`src/rtl/audio_pkg.sv`:
```
`default_nettype none
// ============================================================================
// Package  : audio_pkg
// Brief    : Shared audio sample types and I2S frame geometry helpers.
// Revision : 1.0 - initial release
// ============================================================================
package audio_pkg;

    localparam int SAMPLE_W_DEFAULT = 32;
    localparam int I2S_SLOTS        = 2 * SAMPLE_W_DEFAULT;

    typedef logic signed [SAMPLE_W_DEFAULT-1:0] sample_t;

    typedef struct packed {
        sample_t l;
        sample_t r;
    } stereo_t;

    // Bit slots in one stereo frame for a given channel width.
    function automatic int i2s_slots(input int sample_w);
        return 2 * sample_w;
    endfunction

endpackage
`default_nettype wire

```
`src/rtl/i2s_clk_gen.sv`:
```
`default_nettype none
// ============================================================================
// Module   : i2s_clk_gen
// Brief    : Divides the system clock into BCLK and flags the 1->0 BCLK edge.
// Revision : 1.0 - initial release
// ============================================================================
module i2s_clk_gen #(
    parameter int BCLK_DIV = 8
) (
    input  logic clock,
    input  logic reset,
    output logic i2s_bclk,
    output logic fall_strobe
);

    localparam int                c_div_w    = $clog2(BCLK_DIV);
    localparam logic [c_div_w-1:0] c_div_last = c_div_w'(BCLK_DIV - 1);

    logic [c_div_w-1:0] r_div;
    logic               r_bclk;
    logic               w_terminal;

    assign w_terminal  = (r_div == c_div_last);
    assign fall_strobe = w_terminal && r_bclk;
    assign i2s_bclk    = r_bclk;

    always_ff @(posedge clock) begin
        if (reset) begin
            r_div  <= '0;
            r_bclk <= 1'b0;
        end else if (w_terminal) begin
            r_div  <= '0;
            r_bclk <= ~r_bclk;
        end else begin
            r_div  <= r_div + 1'b1;
        end
    end

endmodule
`default_nettype wire

```
`src/rtl/i2s_tx.sv`:
```
`default_nettype none
// ============================================================================
// Module   : i2s_tx
// Brief    : Stereo Philips-I2S transmitter with a single-entry sample hold.
// Revision : 1.0 - initial release
// ============================================================================
module i2s_tx
    import audio_pkg::*;
#(
    parameter int BCLK_DIV = 8,
    parameter int SAMPLE_W = 32
) (
    input  logic                       clock,
    input  logic                       reset,
    input  logic signed [SAMPLE_W-1:0] audio_in_L,
    input  logic signed [SAMPLE_W-1:0] audio_in_R,
    input  logic                       audio_valid,
    output logic                       audio_ready,
    output logic                       i2s_bclk,
    output logic                       i2s_lrck,
    output logic                       i2s_data,
    output logic                       frame_start,
    output logic                       underrun
);

    localparam int                  c_slots       = i2s_slots(SAMPLE_W);
    localparam int                  c_slot_w      = $clog2(c_slots);
    localparam logic [c_slot_w-1:0] c_last_slot   = c_slot_w'(c_slots - 1);
    localparam logic [c_slot_w-1:0] c_right_first = c_slot_w'(SAMPLE_W);

    logic                   w_fall_strobe;
    logic                   w_accept;
    logic                   w_load;
    logic                   w_hold_full_next;
    logic [c_slot_w-1:0]    w_slot_next;

    logic                   r_hold_full;
    logic                   r_ready;
    logic [c_slots-1:0]     r_hold;
    logic [c_slots-1:0]     r_shift;
    logic [c_slot_w-1:0]    r_slot;
    logic                   r_lrck;
    logic                   r_data;
    logic                   r_frame_start;
    logic                   r_underrun;

    i2s_clk_gen #(
        .BCLK_DIV    (BCLK_DIV)
    ) u_clk_gen (
        .clock       (clock),
        .reset       (reset),
        .i2s_bclk    (i2s_bclk),
        .fall_strobe (w_fall_strobe)
    );

    // r_ready always mirrors !r_hold_full, so an accept never coincides with a full hold.
    assign w_accept         = audio_valid && r_ready;
    assign w_load           = w_fall_strobe && (r_slot == c_last_slot);
    assign w_hold_full_next = w_accept || (r_hold_full && !w_load);
    assign w_slot_next      = (r_slot == c_last_slot) ? '0 : r_slot + 1'b1;

    always_ff @(posedge clock) begin
        if (reset) begin
            r_hold_full   <= 1'b0;
            r_ready       <= 1'b0;
            r_hold        <= '0;
            r_shift       <= '0;
            r_slot        <= c_last_slot;
            r_lrck        <= 1'b0;
            r_data        <= 1'b0;
            r_frame_start <= 1'b0;
            r_underrun    <= 1'b0;
        end else begin
            r_hold_full   <= w_hold_full_next;
            r_ready       <= !w_hold_full_next;
            r_frame_start <= w_load;
            r_underrun    <= w_load && !r_hold_full;
            if (w_accept) begin
                r_hold <= {audio_in_L, audio_in_R};
            end
            // Shifting out the MSB on every fall gives the one-BCLK delay after LRCK.
            if (w_fall_strobe) begin
                r_slot <= w_slot_next;
                r_lrck <= (w_slot_next >= c_right_first);
                r_data <= r_shift[c_slots-1];
                if (w_load) begin
                    r_shift <= r_hold_full ? r_hold : '0;
                end else begin
                    r_shift <= {r_shift[c_slots-2:0], 1'b0};
                end
            end
        end
    end

    assign audio_ready = r_ready;
    assign i2s_lrck    = r_lrck;
    assign i2s_data    = r_data;
    assign frame_start = r_frame_start;
    assign underrun    = r_underrun;

endmodule
`default_nettype wire

```
`config.mk`:
```
export PLATFORM = sky130hd
export DESIGN_NAME = i2s_tx
export DESIGN_NICKNAME = d
export VERILOG_FILES = /design/src/rtl/audio_pkg.sv /design/src/rtl/i2s_clk_gen.sv /design/src/rtl/i2s_tx.sv
export SDC_FILE = /design/constraint.sdc
export NUM_CORES = 1
export LEC_CHECK = 0
export CAP_MARGIN = 20
export CORE_AREA = 2 2 127 129
export DETAILED_ROUTE_END_ITERATION = 8
export DIE_AREA = 0 0 129 131
export PLACE_DENSITY_LB_ADDON = 0.05
export SLEW_MARGIN = 15
export SYNTH_ARGS = -nofsm -noshare
export SYNTH_HDL_FRONTEND = slang
export SYNTH_HIERARCHICAL = 1
export SYNTH_SLANG_ARGS = --single-unit
```
`constraint.sdc`:
```
create_clock -name clock -period 2.6 [get_ports clock]
set_input_delay 0.52 -clock clock [delete_from_list [all_inputs] [get_ports clock]]
set_output_delay 0.52 -clock clock [all_outputs]
set_load 0.01 [all_outputs]
```
# Yosys cells after proc, flatten, opt, wreduce, memory -nomap -nowiden
# Cells that the tools add are included.
# Widths: inputs -> output; s select.
[classes]
n_reduce_logical = 10
addsub = 2
n_bitwise = 1
n_lt_le_gt_ge = 1
eq_ne = 2
n_mux = 3
[ops]
columns = ["cell", "n"]
rows = [
  ["$mux 64", 2],
  ["$add 6x1->6 const B", 1],
  ["$eq 6x6->1 const B", 1],
  ["$ge 6x6->1 const B", 1],
  ["$mux 6", 1],
  ["$logic_and 1x1->1", 5],
  ["$add 3x1->3 const B", 1],
  ["$eq 3x3->1 const B", 1],
  ["$logic_not 1->1", 3],
  ["$reduce_or 2->1", 1],
  ["$logic_or 1x1->1", 1],
  ["$not 1->1", 1],
]
[word_totals]
regBits = 144
inputBits = 67

# Logic depth before layout (Yosys ltp)
[logic_depth]
depth_word = 7
depth_mapped = 8

# Cells and area by module
# The synthesis kept the hierarchy.
[by_module_without_submodules]
columns = ["module", "n_inst", "cells_each", "area_each_um2"]
rows = [
  ["i2s_tx", 1, 542, 5185.0],
  ["i2s_clk_gen", 1, 12, 145.1],
]

# Worst setup path after synthesis
# No wires, ideal clock.
[synth_timing]
path_type = "register -> register"
from = "register u_clk_gen.r_div[0]"
to = "register r_shift[10]"
slack_ns = 0.668
t_arrival_ns = 1.873
period_less_slack_ns = 1.932
stages_incl_launch_ff = 9
cell_sequence = "dfxtp_1 -> ha_1 -> ha_1 -> and2_2 -> buf_2 -> inv_2 -> a311oi_4 -> buf_6 -> a221o_1"
[synth_between]
elab_chain_len = 4
[synth_rtl]
columns = ["item", "line", "rtl"]
rows = [
  ["start: declaration", "i2s_clk_gen.sv:19", "logic [c_div_w-1:0] r_div;"],
  ["start signal: assignment", "i2s_clk_gen.sv:35", "r_div <= r_div + 1'b1;"],
  ["$eq 3x3->1 *", "i2s_clk_gen.sv:23", "assign w_terminal = (r_div == c_div_last);"],
  ["$logic_and 1x1->1 *", "i2s_clk_gen.sv:24", "assign fall_strobe = w_terminal && r_bclk;"],
  ["named net w_fall_strobe", "i2s_tx.sv:31", "logic w_fall_strobe;"],
  ["$logic_and 1x1->1", "i2s_tx.sv:58", "assign w_load = w_fall_strobe && (r_slot == c_last_slot);"],
  ["$mux 64", "i2s_tx.sv:86", "if (w_load) begin"],
  ["end signal: assignment", "i2s_tx.sv:87", "r_shift <= r_hold_full ? r_hold : '0;"],
  ["end signal: assignment", "i2s_tx.sv:89", "r_shift <= {r_shift[c_slots-2:0], 1'b0};"],
  ["end: declaration", "i2s_tx.sv:40", "logic [c_slots-1:0] r_shift;"],
]
# The timed path passes the listed nets; every way through them passes the cells marked *.
# A chain may end at the register's enable or synchronous reset.

# Final worst setup path
[layout_timing]
from = "register u_clk_gen.r_div[0]"
to = "register r_shift[47]"
# The elaborated chain is that of the path after synthesis.

==> impl_metrics.ini <==
[status]
status = complete, no violations

[detailed_routing]
wl_per_cell_um = 13.6
routed-via-count = 4036
drt_iter0_drc = 207
final_antenna_net_count = 0
drc = 0
drt-total-wl_um = 11400
viasPerCell = 4.79
dr.pass1.iters = 4

[synthesis]
synth-edff-count = 0
synthCells = 554
synth.yosys.warnings = 6
synth_compound_area_share_pct = 20.0
synthDistinctLibCells = 36
synth_nets = 624
synth-seq-area-share_pct = 54.1
synth_xor_area_share_pct = 0.493
synth_top_family_by_area = compound AO/OA/AOI/OAI gates
synth_ff_type = dfxtp_1
synthMuxAreaShare_pct = 0.376
ys_ff_latch = 144
syn_avg_cell_area_um2 = 9.62
ys_async_sr_fraction_pct = 0
synthSimpleGateAreaFrac_pct = 19.8
synthAdderAreaFrac_pct = 0.704
synth_area_um2 = 5330

[clock_network]
cts_hold_buf = 0
clkTransAtPathRegs_ns = 0.06
cts_sinks = 144
cts_tree = built
root_buffer = clkbuf_16
insertion_delay_ns = 0.41
cts_setup_buffers = 0
cts_max_path_buffers = 2
post_cts_resize_count = 0
cts_made_buffers = 17
cts-htree-levels = 4

[layout]
fin_cells = 842
area_growth_pct = 26.9
drive_gt1_share_pct = 10.7
mostFrequentLayoutCells = dfxtp_1, nand2_1, clkdlybuf4s50_1
nNetsFinal = 685
layout_commonest_cell = dfxtp_1
diodes = 0
nFillCells = 1520

[flow_run]
cap_viol_max_count = 0

[timing]
fin_ws_ns = 0.446
hold_viol = 0
rsz0062_at_grt = no
fmax_ghz = 0.464
worstMarginPinSlew_ns = 0.573
finalMaxSlewViolations = 0
setup_violations = 0
hold_ws_ns = 0.423
period_share_pct = 82.8
final.min_clock_period_ns = 2.15
relSlewSlack_pct = 61.8
clock_skew_ns = 0.00789
setup_tns_ns = 0

[floorplanning]
die_area_um2 = 16900
die_h_um = 131
io_pins = 73
start_util_pct = 34.2
rows = 46
die_x_um = 129
core_area_um2 = 15600

[critical_path]
worst-setup-path-type = reg -> reg
cpMostUsedCell = ha_1
endpoint_kind = register
critical_path.max_stage_delay_ns = 0.36
critPathRequiredTime_ns = 2.95
crit_path_start_kind = register
critPathMaxFanout = 25
worstPathArrival_ns = 2.51
crit_slowest_cell = nor4b_4
crit_chain = ha_1, ha_1, and2_2, nand4_1, nor4b_4, buf_4, a221o_1

[global_routing]
grt_max_degree = 67
first_global_vias = 3738
grt_first_pass_wirelength_um = 18800
antenna_found_initial = 0
track_usage_pct = 14.3
overflow = 0

[hold_path]
hp-class = reg -> reg

[placed_design]
post-place-ws_ns = 0.432
place.gp.congestion = 0.741
dp_hpwl_um = 7160
dp_cells = 812
portBuffers = 72

[power]
vdd_ir_drop_max_mv = 0.438
leakage_nw = 2.54
p_per_area_nw_per_um2 = 711
power.total_w = 0.00481
[cell usage after synthesis, drive strengths merged (2+ instances only)]
cell type  instances  share of area [%]
clkbuf            17                1.2
a311oi             3               0.82
xnor2              2               0.33
nand4              3               0.35
a221o             63                 12
dfxtp            144                 54
nor2               5               0.49
and3               3               0.47
buf               25                3.3
nand2            133                9.4
nor3b              2               0.28
ha                 3               0.70
nor3               2               0.19
a21oi             67                6.3
inv                2               0.14
mux2i              2               0.38
o21ai              4               0.38
and2              65                8.0
[through the flow]
stage               util, %  instance area [µm²]
floorplan                 -                 5330
global placement       39.9                 6220
detailed placement     39.9                 6220
CTS                    43.4                 6770
global route           43.4                 6770
finish                 43.4                 6770
[layout make-up]
cell class	instances	area, µm²	share of cell area (%)
Clock buffer	23	488	7.21
Clock inverter	7	60.1	0.888
Inverter	2	7.51	0.111
Multi-Input combinational cell	366	2210	32.7
Sequential cell	144	2880	42.6
Tap cell	216	270	3.99
Timing Repair Buffer	84	843	12.5
[kinds of logic after synthesis]
kind of cell               Yosys count
DFF                                144
muxes                                2
buffers and inverters               44
xor gates and xnor gates             3
and+or+nand+nor                    217
adders and majority gates            3
AOI/OAI and AO/OA                  141
[final timing paths]
| check | start | to | slack (ns) | depth (start not counted) |
|---|---|---|---|---|
| hold reg to reg | u_clk_gen/r_div[0]$_SDFF_PP0_ | u_clk_gen/r_div[0]$_SDFF_PP0_ | 0.42 | 1 |
| hold / removal | u_clk_gen/r_div[0]$_SDFF_PP0_ | u_clk_gen/r_div[0]$_SDFF_PP0_ | 0.42 | 1 |
| setup reg to reg | u_clk_gen/r_div[0]$_SDFF_PP0_ | r_shift[47]$_SDFFE_PP0P_ | 0.45 | 7 |
| setup / recovery | u_clk_gen/r_div[0]$_SDFF_PP0_ | r_shift[47]$_SDFFE_PP0P_ | 0.45 | 7 |
[state kept, by name (all words and copies together) (netlist names)]
register and cells:
r_slot 6, r_shift 64, underrun 1, u_clk_gen/r_div 3, i2s_lrck 1, r_hold_full 1, i2s_data 1, r_hold 64
u_clk_gen/i2s_bclk 1, frame_start 1, audio_ready 1
[per-layer routing]
metal	GRT usage, %	up-vias	wire length (µm)
met2	22.2	72	5030
met5	0	-	0
met4	5.56	0	144
met3	4.48	14	477
li1	-	2062	-
met1	18.8	1888	5770
[power by group]
group | leakage [nW] | switching (W) | internal [W] | total, W
clock | 0.278 | 0.000862 | 0.00140 | 0.00226
sequential | 1.17 | 0.0000303 | 0.00226 | 0.00229
combinational | 1.09 | 0.000121 | 0.000138 | 0.000259
total | 2.54 | 0.00101 | 0.00380 | 0.00481
[critical path, delay by kind of cell (launching register included)]
family          cells  cell delay [ns]
simple gates        3             0.84
fa+ha+maj           2             0.38
buf+inv             1             0.34
flops               1             0.33
compound gates      1             0.20
Note: power is estimated with default switching activity, not from simulation.
